## src/rtl/alu_op_sequencer.sv

```systemverilog
// ---------------------------------------------------------------------------
// alu_op_sequencer
//   Multi-cycle sequencer for the 8-bit ALU opcode set. Commands arrive on a
//   valid/ready handshake, results leave on another. Add/sub/nop/unknown and
//   divide-by-zero finish in a single cycle. Mul is an iterative shift-add.
//   Div/mod use iterative restoring division, one bit per cycle.
//
//   Optional feature macro: ALU_SEQ_STATS_EN
//     defined   -> op_count/err_count ports present, saturating counters
//     undefined -> counters and their ports are absent
//
//   Ports
//     clk, reset_n           clock, asynchronous active-low reset
//     in_valid/in_ready      command handshake (in_ready = state is IDLE)
//     in_op[7:0]             0 nop, 1 add, 2 sub, 3 mul, 4 div, 5 mod
//     in_a, in_b [WIDTH]     unsigned operands, sampled only on accept
//     out_valid/out_ready    result handshake
//     out_result [2*WIDTH]   result, held stable while out_valid is high
//     out_err                div/mod by zero or unknown opcode
//     busy                   state != IDLE
//     op_count, err_count    handshake / errored-handshake counters (stats)
// ---------------------------------------------------------------------------
module alu_op_sequencer #(
    parameter int unsigned WIDTH = 8,
    parameter int unsigned CNT_W = 16
) (
    input  logic                 clk,
    input  logic                 reset_n,
    input  logic                 in_valid,
    output logic                 in_ready,
    input  logic [7:0]           in_op,
    input  logic [WIDTH-1:0]     in_a,
    input  logic [WIDTH-1:0]     in_b,
    output logic                 out_valid,
    input  logic                 out_ready,
    output logic [2*WIDTH-1:0]   out_result,
    output logic                 out_err,
    output logic                 busy
`ifdef ALU_SEQ_STATS_EN
    ,
    output logic [CNT_W-1:0]     op_count,
    output logic [CNT_W-1:0]     err_count
`endif
);

    localparam int unsigned IW = $clog2(WIDTH + 1);

    // Elaboration-time parameter sanity checks.
    if (WIDTH < 2) begin : g_width_check
        $error("alu_op_sequencer: WIDTH must be at least 2");
    end
    if (CNT_W < 1) begin : g_cnt_check
        $error("alu_op_sequencer: CNT_W must be at least 1");
    end

    typedef enum logic [1:0] {
        S_IDLE,
        S_CALC,
        S_DONE
    } state_t;

    typedef enum logic [1:0] {
        K_MUL,
        K_DIV,
        K_MOD
    } kind_t;

    state_t               r_state;
    state_t               w_state_next;
    kind_t                r_kind;
    logic [IW-1:0]        r_cnt;
    logic [2*WIDTH-1:0]   r_acc;     // mul accumulator
    logic [2*WIDTH-1:0]   r_x;       // mul multiplicand, shifted left each step
    logic [WIDTH-1:0]     r_y;       // mul multiplier / div dividend->quotient
    logic [WIDTH-1:0]     r_rem;     // div partial remainder
    logic [WIDTH-1:0]     r_b;       // divisor
    logic [2*WIDTH-1:0]   r_result;
    logic                 r_err;

    logic                 w_accept;
    logic                 w_hs;
    logic                 w_long;
    logic                 w_last;
    logic [2*WIDTH-1:0]   w_quick_res;
    logic                 w_quick_err;
    logic [2*WIDTH-1:0]   w_acc_next;
    logic [WIDTH:0]       w_trial;
    logic                 w_ge;
    logic [WIDTH-1:0]     w_rem_next;
    logic [WIDTH-1:0]     w_quo_next;

    assign in_ready   = (r_state == S_IDLE);
    assign out_valid  = (r_state == S_DONE);
    assign busy       = (r_state != S_IDLE);
    assign out_result = r_result;
    assign out_err    = r_err;

    assign w_accept = in_valid && in_ready;
    assign w_hs     = out_valid && out_ready;
    // Only mul and div/mod with a non-zero divisor need iterations.
    assign w_long   = (in_op == 8'd3) ||
                      (((in_op == 8'd4) || (in_op == 8'd5)) && (in_b != '0));
    assign w_last   = (r_state == S_CALC) && (r_cnt == IW'(1));

    // Single-cycle results, computed straight from the inputs at accept.
    always_comb begin
        w_quick_res = '0;
        w_quick_err = 1'b0;
        case (in_op)
            8'd0: w_quick_res = '0;
            8'd1: w_quick_res = {{WIDTH{1'b0}}, in_a} + {{WIDTH{1'b0}}, in_b};
            8'd2: w_quick_res = {{WIDTH{1'b0}}, in_a} - {{WIDTH{1'b0}}, in_b};
            8'd3: w_quick_res = '0;
            8'd4, 8'd5: begin
                // Reached only with in_b == 0 (other cases go to CALC).
                w_quick_res = '1;
                w_quick_err = 1'b1;
            end
            default: begin
                w_quick_res = '0;
                w_quick_err = 1'b1;
            end
        endcase
    end

    // One iteration step of each algorithm.
    always_comb begin
        w_acc_next = r_acc + (r_y[0] ? r_x : '0);
        w_trial    = {r_rem, r_y[WIDTH-1]};
        w_ge       = (w_trial >= {1'b0, r_b});
        // When w_ge holds the difference is below r_b, so WIDTH bits suffice.
        w_rem_next = w_ge ? (w_trial[WIDTH-1:0] - r_b) : w_trial[WIDTH-1:0];
        w_quo_next = {r_y[WIDTH-2:0], w_ge};
    end

    // FSM state register.
    always_ff @(posedge clk or negedge reset_n) begin
        if (!reset_n) begin
            r_state <= S_IDLE;
        end else begin
            r_state <= w_state_next;
        end
    end

    // FSM next state.
    always_comb begin
        w_state_next = r_state;
        case (r_state)
            S_IDLE: if (w_accept) w_state_next = w_long ? S_CALC : S_DONE;
            S_CALC: if (w_last)   w_state_next = S_DONE;
            S_DONE: if (w_hs)     w_state_next = S_IDLE;
            default:              w_state_next = S_IDLE;
        endcase
    end

    // Datapath.
    always_ff @(posedge clk or negedge reset_n) begin
        if (!reset_n) begin
            r_kind   <= K_MUL;
            r_cnt    <= '0;
            r_acc    <= '0;
            r_x      <= '0;
            r_y      <= '0;
            r_rem    <= '0;
            r_b      <= '0;
            r_result <= '0;
            r_err    <= 1'b0;
        end else if (w_accept) begin
            r_cnt <= IW'(WIDTH);
            r_acc <= '0;
            r_x   <= {{WIDTH{1'b0}}, in_a};
            r_y   <= (in_op == 8'd3) ? in_b : in_a;
            r_rem <= '0;
            r_b   <= in_b;
            case (in_op)
                8'd3:    r_kind <= K_MUL;
                8'd4:    r_kind <= K_DIV;
                default: r_kind <= K_MOD;
            endcase
            if (!w_long) begin
                r_result <= w_quick_res;
                r_err    <= w_quick_err;
            end
        end else if (r_state == S_CALC) begin
            r_cnt <= r_cnt - IW'(1);
            if (r_kind == K_MUL) begin
                r_acc <= w_acc_next;
                r_x   <= r_x << 1;
                r_y   <= r_y >> 1;
            end else begin
                r_rem <= w_rem_next;
                r_y   <= w_quo_next;
            end
            // Final step: capture the post-iteration value directly.
            if (w_last) begin
                r_err <= 1'b0;
                case (r_kind)
                    K_MUL:   r_result <= w_acc_next;
                    K_DIV:   r_result <= {{WIDTH{1'b0}}, w_quo_next};
                    default: r_result <= {{WIDTH{1'b0}}, w_rem_next};
                endcase
            end
        end
    end

`ifdef ALU_SEQ_STATS_EN
    logic [CNT_W-1:0] r_op_count;
    logic [CNT_W-1:0] r_err_count;

    always_ff @(posedge clk or negedge reset_n) begin
        if (!reset_n) begin
            r_op_count  <= '0;
            r_err_count <= '0;
        end else if (w_hs) begin
            if (r_op_count != '1) begin
                r_op_count <= r_op_count + CNT_W'(1);
            end
            if (r_err && (r_err_count != '1)) begin
                r_err_count <= r_err_count + CNT_W'(1);
            end
        end
    end

    assign op_count  = r_op_count;
    assign err_count = r_err_count;
`endif

endmodule

```

## config.mk

```make
export PLATFORM = sky130hd
export DESIGN_NAME = alu_op_sequencer
export DESIGN_NICKNAME = d
export VERILOG_FILES = /design/src/rtl/alu_op_sequencer.sv
export SDC_FILE = /design/constraint.sdc
export NUM_CORES = 1
export LEC_CHECK = 0
export CAP_MARGIN = 20
export CORE_MARGIN = 5
export CORE_UTILIZATION = 30
export DETAILED_ROUTE_END_ITERATION = 10
export GPL_TIMING_DRIVEN = 0
export SYNTH_ARGS = -nofsm -noshare
export SYNTH_HDL_FRONTEND = slang
export SYNTH_SLANG_ARGS = --single-unit
```

## constraint.sdc

```tcl
create_clock -name clk -period 3.5 [get_ports clk]
set_input_delay 0.7 -clock clk [delete_from_list [all_inputs] [get_ports clk]]
set_output_delay 0.7 -clock clk [all_outputs]
set_load 0.005 [all_outputs]
```

==> summary.txt, run 1 <==
Clock tree
  • CTS root buf: clkbuf_16
  • Clock sinks: 81
  • Hold-fix buffers, CTS: 0
  • CTS buffer count: 9
  • H-tree levels: 3
  • Clk buf depth: 2
  • Post-CTS resize count: 0
  • Setup bufs post-CTS: 0
  • CTS tree: yes
  • Worst-Skew Late Latency: between 300 and 400 ps
  • Clk pin slew, worst setup/hold paths: 70 ps

Synthesis
  • Post-Synth Adder-Cell Area: 0.101
  • Flops & latches, synth: just over 80
  • Mux cell area share after synthesis: 0.0390
  • Mapped Area: 5900 µm²
  • Synth Flop Type: dfrtp_1
  • Syn. warnings: 0
  • Largest family of logic cells by synthesized area: compound AO/OA/AOI/OAI gates
  • Number of synthesized flops with an enable pin: 0
  • Area share of the largest cell type after synthesis: 0.344
  • Register area share after synthesis: 0.344
  • Syn nets: 726
  • Top cells by area, synth: dfrtp_1 34%, ha_1 8.7%, nand2_1 4.5%
  • Synth Area in Compound Gates: 0.260
  • Post-synth ARST share: 1.00
  • Post-Synth XOR/XNOR Area: 0.0386
  • Yosys top cell by area: dfrtp_1
  • Mapped Cells: 653
  • Simple-Gate Fraction of Synth Area: 0.164
  • Mapped Avg Cell Area: 9.03 µm²
  • Synth cell types: 75

Die
  • Core area: between 15000 and 20000 µm²
  • Die Span Y: 150 µm
  • Die W: between 150 and 200 µm
  • # rows: between 50 and 60
  • Die area: 22600 µm²
  • Initial Utilization: 0.304
  • Io pins: 48

Layout
  • Most frequent cells in the layout: 81 x dfrtp_1, 70 x nand2_1, 45 x clkdlybuf4s50_1, 44 x o21ai_0, 41 x ha_1
  • Nets: slightly below 800
  • Share of layout cells above drive strength 1: 0.0754
  • Area of the multi-input gates: around 3600 µm²
  • Total area of sequential cells: between 2000 and 2500 µm²
  • Fillers: approximately 2000
  • Fin area: 7060 µm²
  • # diodes: 0
  • Final core utilization: 0.364
  • Post-route insts no fill: approximately 980
  • Most common cell after layout, fill and taps aside: dfrtp_1
  • Area Overhead vs Synth: 19.7%

GRT
  • M1 GR Usage: 0.217
  • Met3 GRT Util: 0.0289
  • Global route hottest layer: met2
  • Antenna violations before repair: 0
  • Largest net degree at the start of global routing: between 60 and 70
  • Grt total ovfl: 0
  • Met2 Use GR: 0.245
  • Global-route wire length before repair: about 27000 µm
  • Total GRT Usage: 0.155
  • Vias in the first global route: ~5000

Route
  • Total Wirelength: around 17000 µm
  • Routed vias: between 5000 and 6000
  • Antenna-violating nets left: 0
  • Residual DRC count: 0
  • DR WL/cell: 17.2 µm
  • 1st-iter DRT viols: ~330
  • Via density: about 5.2
  • First drt pass iteration count: 5

Placement
  • # port buffers: 46
  • Placed insts: just under 1000
  • Post-DP HPWL: 13000 µm
  • Dpl ws: -268 ps
  • RD Place Congestion: 0.864
  • Cell Area, Placed: ~6700 µm²

Timing
  • Worst Skew: approximately 12 ps
  • Max-slew violations: 0
  • Fmax: ~0.3 GHz
  • Worst-margin pin slew: about 870 ps
  • Final Hold Fails: 0
  • RSZ-0062 raised after global routing: no
  • Slew HR: 0.416
  • Final Cycle Share: 0.953
  • Final Critical Period: between 3000 and 4000 ps
  • Worst hold slack: ~210 ps
  • Setup ws final: ~160 ps
  • Final setup vio count: 0

Setup path
  • Worst Setup End Kind: flip-flop
  • Worst EP arrival: 3550 ps
  • Worst r2r src: r_y[0]
  • CP Max Fanout: 5
  • Crit Path Class: input pin to flip-flop
  • Critical Path Source Type: input pin
  • Worst endpoint required time: roughly 3700 ps
  • CP Launch Point: in_b[0]

Pwr
  • P per Cell Area: between 400 and 500 nW/µm²
  • P_leak: ~3.1 nW
  • Peak VDD IR: between 0.0002 and 0.00025 V

Job
  • Total of max-cap violations: 0

Status
  • Outcome: finished clean

Min path
  • Worst hold path type: input pin to asynchronous set/reset pin
## layout make-up
class / instances / share of cell area
multi-input combinational: 497 / 0.506
sequential: 81 / 0.287
timing repair buffer: 47 / 0.0688
tap: 265 / 0.0470
clock buffer: 11 / 0.0344
buffer: 36 / 0.0246
inverter: 39 / 0.0207
clock inverter: 5 / 0.0112
## per-layer routing
layer  share of wire  wire length, µm  vias up
met5               0                0        -
met4           0.019              327        0
met3           0.049              824       23
met2            0.45             7640      121
met1            0.48             8130     2462
li1                -                -     2501
## Yosys cell counts (all sizes together), types with 11 or more instances
cell / count
a22o: 25
nor2: 36
nand2: 71
a21oi: 41
xnor2: 14
buf: 13
o21ai: 45
a31oi: 13
mux2i: 23
and2: 19
clkbuf: 23
inv: 39
dfrtp: 81
ha: 41
a211oi: 13
nand2b: 11
xor2: 12
## worst paths after layout
check / to / slack (ps) / depth (start not counted)
worst max register to register: out_result[13] / 350 / 9
max in group asynchronous: r_rem[3] / 2680 / 2
worst min-delay path: r_acc[12] / 210 / 1
min in group clk: out_err / 500 / 2
worst max-delay path: out_result[8] / 160 / 9
worst min register to register: out_err / 500 / 2
## worst max-delay path, cell delays in order
cell	delay, ps
clkdlybuf4s50_1	550
ha_1	300
fa_1	410
nand2b_1	180
a21oi_1	340
a21oi_1	220
o31a_2	380
o211ai_1	380
nand2_1	90
## logic make-up after synthesis
| group | after synthesis |
|---|---|
| multiplexers | 23 |
| flip-flops | 81 |
| AO/OA/AOI/OAI | 215 |
| AND/OR/NAND/NOR | 188 |
| XOR/XNOR | 26 |
| adder cells (fa/ha/maj) | 45 |
| buffers and inverters | 75 |
## power breakdown
part | leakage (nW) | switching (mW) | internal (mW)
combinational | 1.90 | 0.513 | 0.381
clock | 0.159 | 0.398 | 0.644
sequential | 1.05 | 0.0896 | 1.05
## through the flow
stage | TNS [ps] | total power, mW
global route | 0 | 3.25
finish | 0 | 3.08
detailed placement | -1960 | 2.04
global placement | -113440 | 2.03
CTS | 0 | 3.09
floorplan | 0 | 1.69
## sequential cells by signal, summed over array words and instances, names as in the netlist
register	count
r_acc	16
r_cnt	4
r_y	8
r_state	2
out_result	16
r_rem	8
r_kind	2
r_x	16
r_b	8
out_err	1
No activity file was read; power rests on OpenSTA's default activity.
==> inputs of run 2 (changes only) <==
Settings changed: CORE_UTILIZATION 30 to 59, PLACE_DENSITY set to 0.81.
==> run 2 against run 1 <==
Critical path type unchanged. Clock power fell by 26%. Design area fell by 3.8%. Worst hold slack got worse by 11 ps. Largest power group unchanged. Sequential share of layout area rose by 1.1 points. Sequential power barely moved. Power fell by 8.3%. Critical path depth did not move.
==> summary.txt, run 2 (synthesis gave the netlist of run 1 again) <==
Setup path
  • Worst EP arrival: 3690 ps (+140 ps)
  • Worst endpoint required time: 3760 ps (+50 ps)
  • CP Max Fanout: 6 (+1)
  • Critical Path Source Type: input pin
  • Worst Setup End Kind: flip-flop
  • R2r setup slk: 250 ps (-100 ps)
  • Crit Path Class: input pin to flip-flop

Clock tree
  • Clock sinks: 81 (unchanged)
  • Setup bufs post-CTS: 0 (unchanged)
  • CTS tree: yes
  • Clk buf depth: 2 (unchanged)
  • Clk pin slew, worst setup/hold paths: 80 ps (about the same)
  • CTS buffer count: 9 (unchanged)
  • H-tree levels: 3 (unchanged)
  • Hold-fix buffers, CTS: 0 (unchanged)
  • Worst-Skew Late Latency: 370 ps (+20 ps)
  • CTS root buf: clkbuf_8
  • Post-CTS resize count: 0 (unchanged)

Timing
  • Worst-margin pin slew: 739 ps (-133 ps)
  • Slew HR: 0.503 (+0.0878)
  • Final Cycle Share: 0.980 (+0.0268)
  • Fmax: 0.292 GHz (-2.7%)
  • Max-slew violations: 0 (unchanged)
  • Worst Skew: 11.4 ps (-0.883 ps)
  • Final setup vio count: 0 (unchanged)
  • Final Critical Period: 3430 ps (+93.7 ps)
  • RSZ-0062 raised after global routing: no
  • Final Hold Fails: 0 (unchanged)

GRT
  • Global-route wire length before repair: 26600 µm (-2.2%)
  • Largest net degree at the start of global routing: 64 (-5.9%)
  • Grt total ovfl: 0 (unchanged)
  • Total GRT Usage: 0.288 (+0.132)
  • Antenna violations before repair: 0 (unchanged)
  • Vias in the first global route: 5315 (+3.7%)

Placement
  • Post-DP HPWL: 12700 µm (-1.8%)
  • RD Place Congestion: 0.977 (+13%)
  • # port buffers: 46 (unchanged)
  • Placed insts: 834 (-14%)

Die
  • Core area: 9770 µm² (-50%)
  • Die area: 12100 µm² (-46%)
  • Io pins: 48 (unchanged)
  • Die Span Y: 110 µm (-27%)
  • # rows: 36 (-29%)
  • Die W: 110 µm (-27%)
  • Initial Utilization: 0.603 (+0.299)

Pwr
  • P_leak: 3.06 nW (-1.6%)
  • Peak VDD IR: 0.000275 V (+25%)
  • P per Cell Area: 416 nW/µm² (-4.7%)
  • Total power: 2.82 mW (-8.3%)

Route
  • First drt pass iteration count: 6 (+1)
  • Met2 wire length: 7770 µm (+1.8%)
  • Via density: 6.39 (+23%)
  • Wl on met1: 7100 µm (-13%)
  • Antenna-violating nets left: 0 (unchanged)
  • Residual DRC count: 0 (unchanged)
  • WL met3: 1290 µm (+57%)
  • Top layer used by detailed routing: met4
  • DR WL/cell: 19.7 µm (+14%)
  • 1st-iter DRT viols: 599 (+83%)
  • Total Wirelength: 16800 µm (-0.85%)
  • Routed vias: 5434 (+6.4%)

Job
  • Total of max-cap violations: 0 (unchanged)

Layout
  • Share of layout cells above drive strength 1: 0.0725 (-0.00289)
  • Post-route insts no fill: 850 (-13%)
  • # diodes: 0 (unchanged)
  • Most common cell after layout, fill and taps aside: dfrtp_1
  • Most frequent cells in the layout: 81 x dfrtp_1, 70 x nand2_1, 45 x clkdlybuf4s50_1, 44 x o21ai_0, 41 x ha_1
  • Nets: 785 (+0.13%)
  • Area Overhead vs Synth: 15.2%

Min path
  • Worst hold path type: input pin to asynchronous set/reset pin

Status
  • Outcome: finished clean
==> run 2: cell count changes in the layout (fill, tap and decap cells not counted) <==
cell        before  now
o311ai_0         1    0
clkbuf_16        9    0
buf_2            6    7
o311ai_1         0    1
clkbuf_2         1    0
clkinvlp_4       0    1
nor3_2           1    0
clkbuf_8         1   10
nor3_1           7    8
clkbuf_1        23   25
clkinv_2         2    0
==> run 2: layout make-up <==
| type | instances | area [µm²] |
|---|---|---|
| inverter | 39 | 146 |
| clock buffer | 12 | 145 |
| multi-input combinational | 497 | 3570 |
| sequential | 81 | 2030 |
| clock inverter | 4 | 76.3 |
| timing repair buffer | 48 | 490 |
| buffer | 36 | 173 |
| tap | 133 | 166 |
| fill | 800 | 2980 |
==> run 2: layer usage <==
layer  vias up  track usage
li1       2497            -
met1      2635        0.371
met2       256        0.469
met3        46       0.0489
met4         0        0.138
met5         -            0
==> run 2: report_power, final <==
group | internal [mW] | switching [mW] | total, mW | leakage (nW)
sequential | 1.05 | 0.0816 | 1.13 | 1.05
combinational | 0.382 | 0.535 | 0.917 | 1.91
clock | 0.423 | 0.351 | 0.774 | 0.107
total | 1.86 | 0.968 | 2.82 | 3.06
==> run 2: worst paths after layout <==
path / from / endpoint / cells past startpoint
worst max-delay path: in_b[0] / out_result[14] / 9
worst min-delay path: reset_n / out_result[9] / 1
worst max register to register: r_y[0] / out_result[13] / 9
worst min register to register: r_b[0] / r_b[0] / 2
max in group asynchronous: reset_n / out_result[11] / 2
min in group clk: r_b[0] / r_b[0] / 2
==> run 2: per-stage QoR <==
| step | hold slack [ps] | area (µm²) | utilization | TNS (ps) | setup WS [ps] |
|---|---|---|---|---|---|
| final | 199 | 6790 | 0.695 | 0 | 69.7 |
| after global routing | 202 | 6790 | 0.695 | 0 | 16.1 |
| after CTS | 195 | 6780 | 0.693 | 0 | 8.16 |
| after detailed placement | 472 | 6560 | 0.671 | -2960 | -369 |
| after global placement | 469 | 6530 | 0.668 | -88220 | -1060 |
| after floorplan | 404 | 5900 | - | 0 | 780 |
==> run 2: worst max-delay path, cell delays in order <==
cell             delay [ps]
clkdlybuf4s50_1         580
ha_1                    310
fa_1                    390
nand2b_1                170
a21oi_1                 420
a21oi_1                 240
o311ai_4                460
nor2b_4                 130
a221o_1                 280
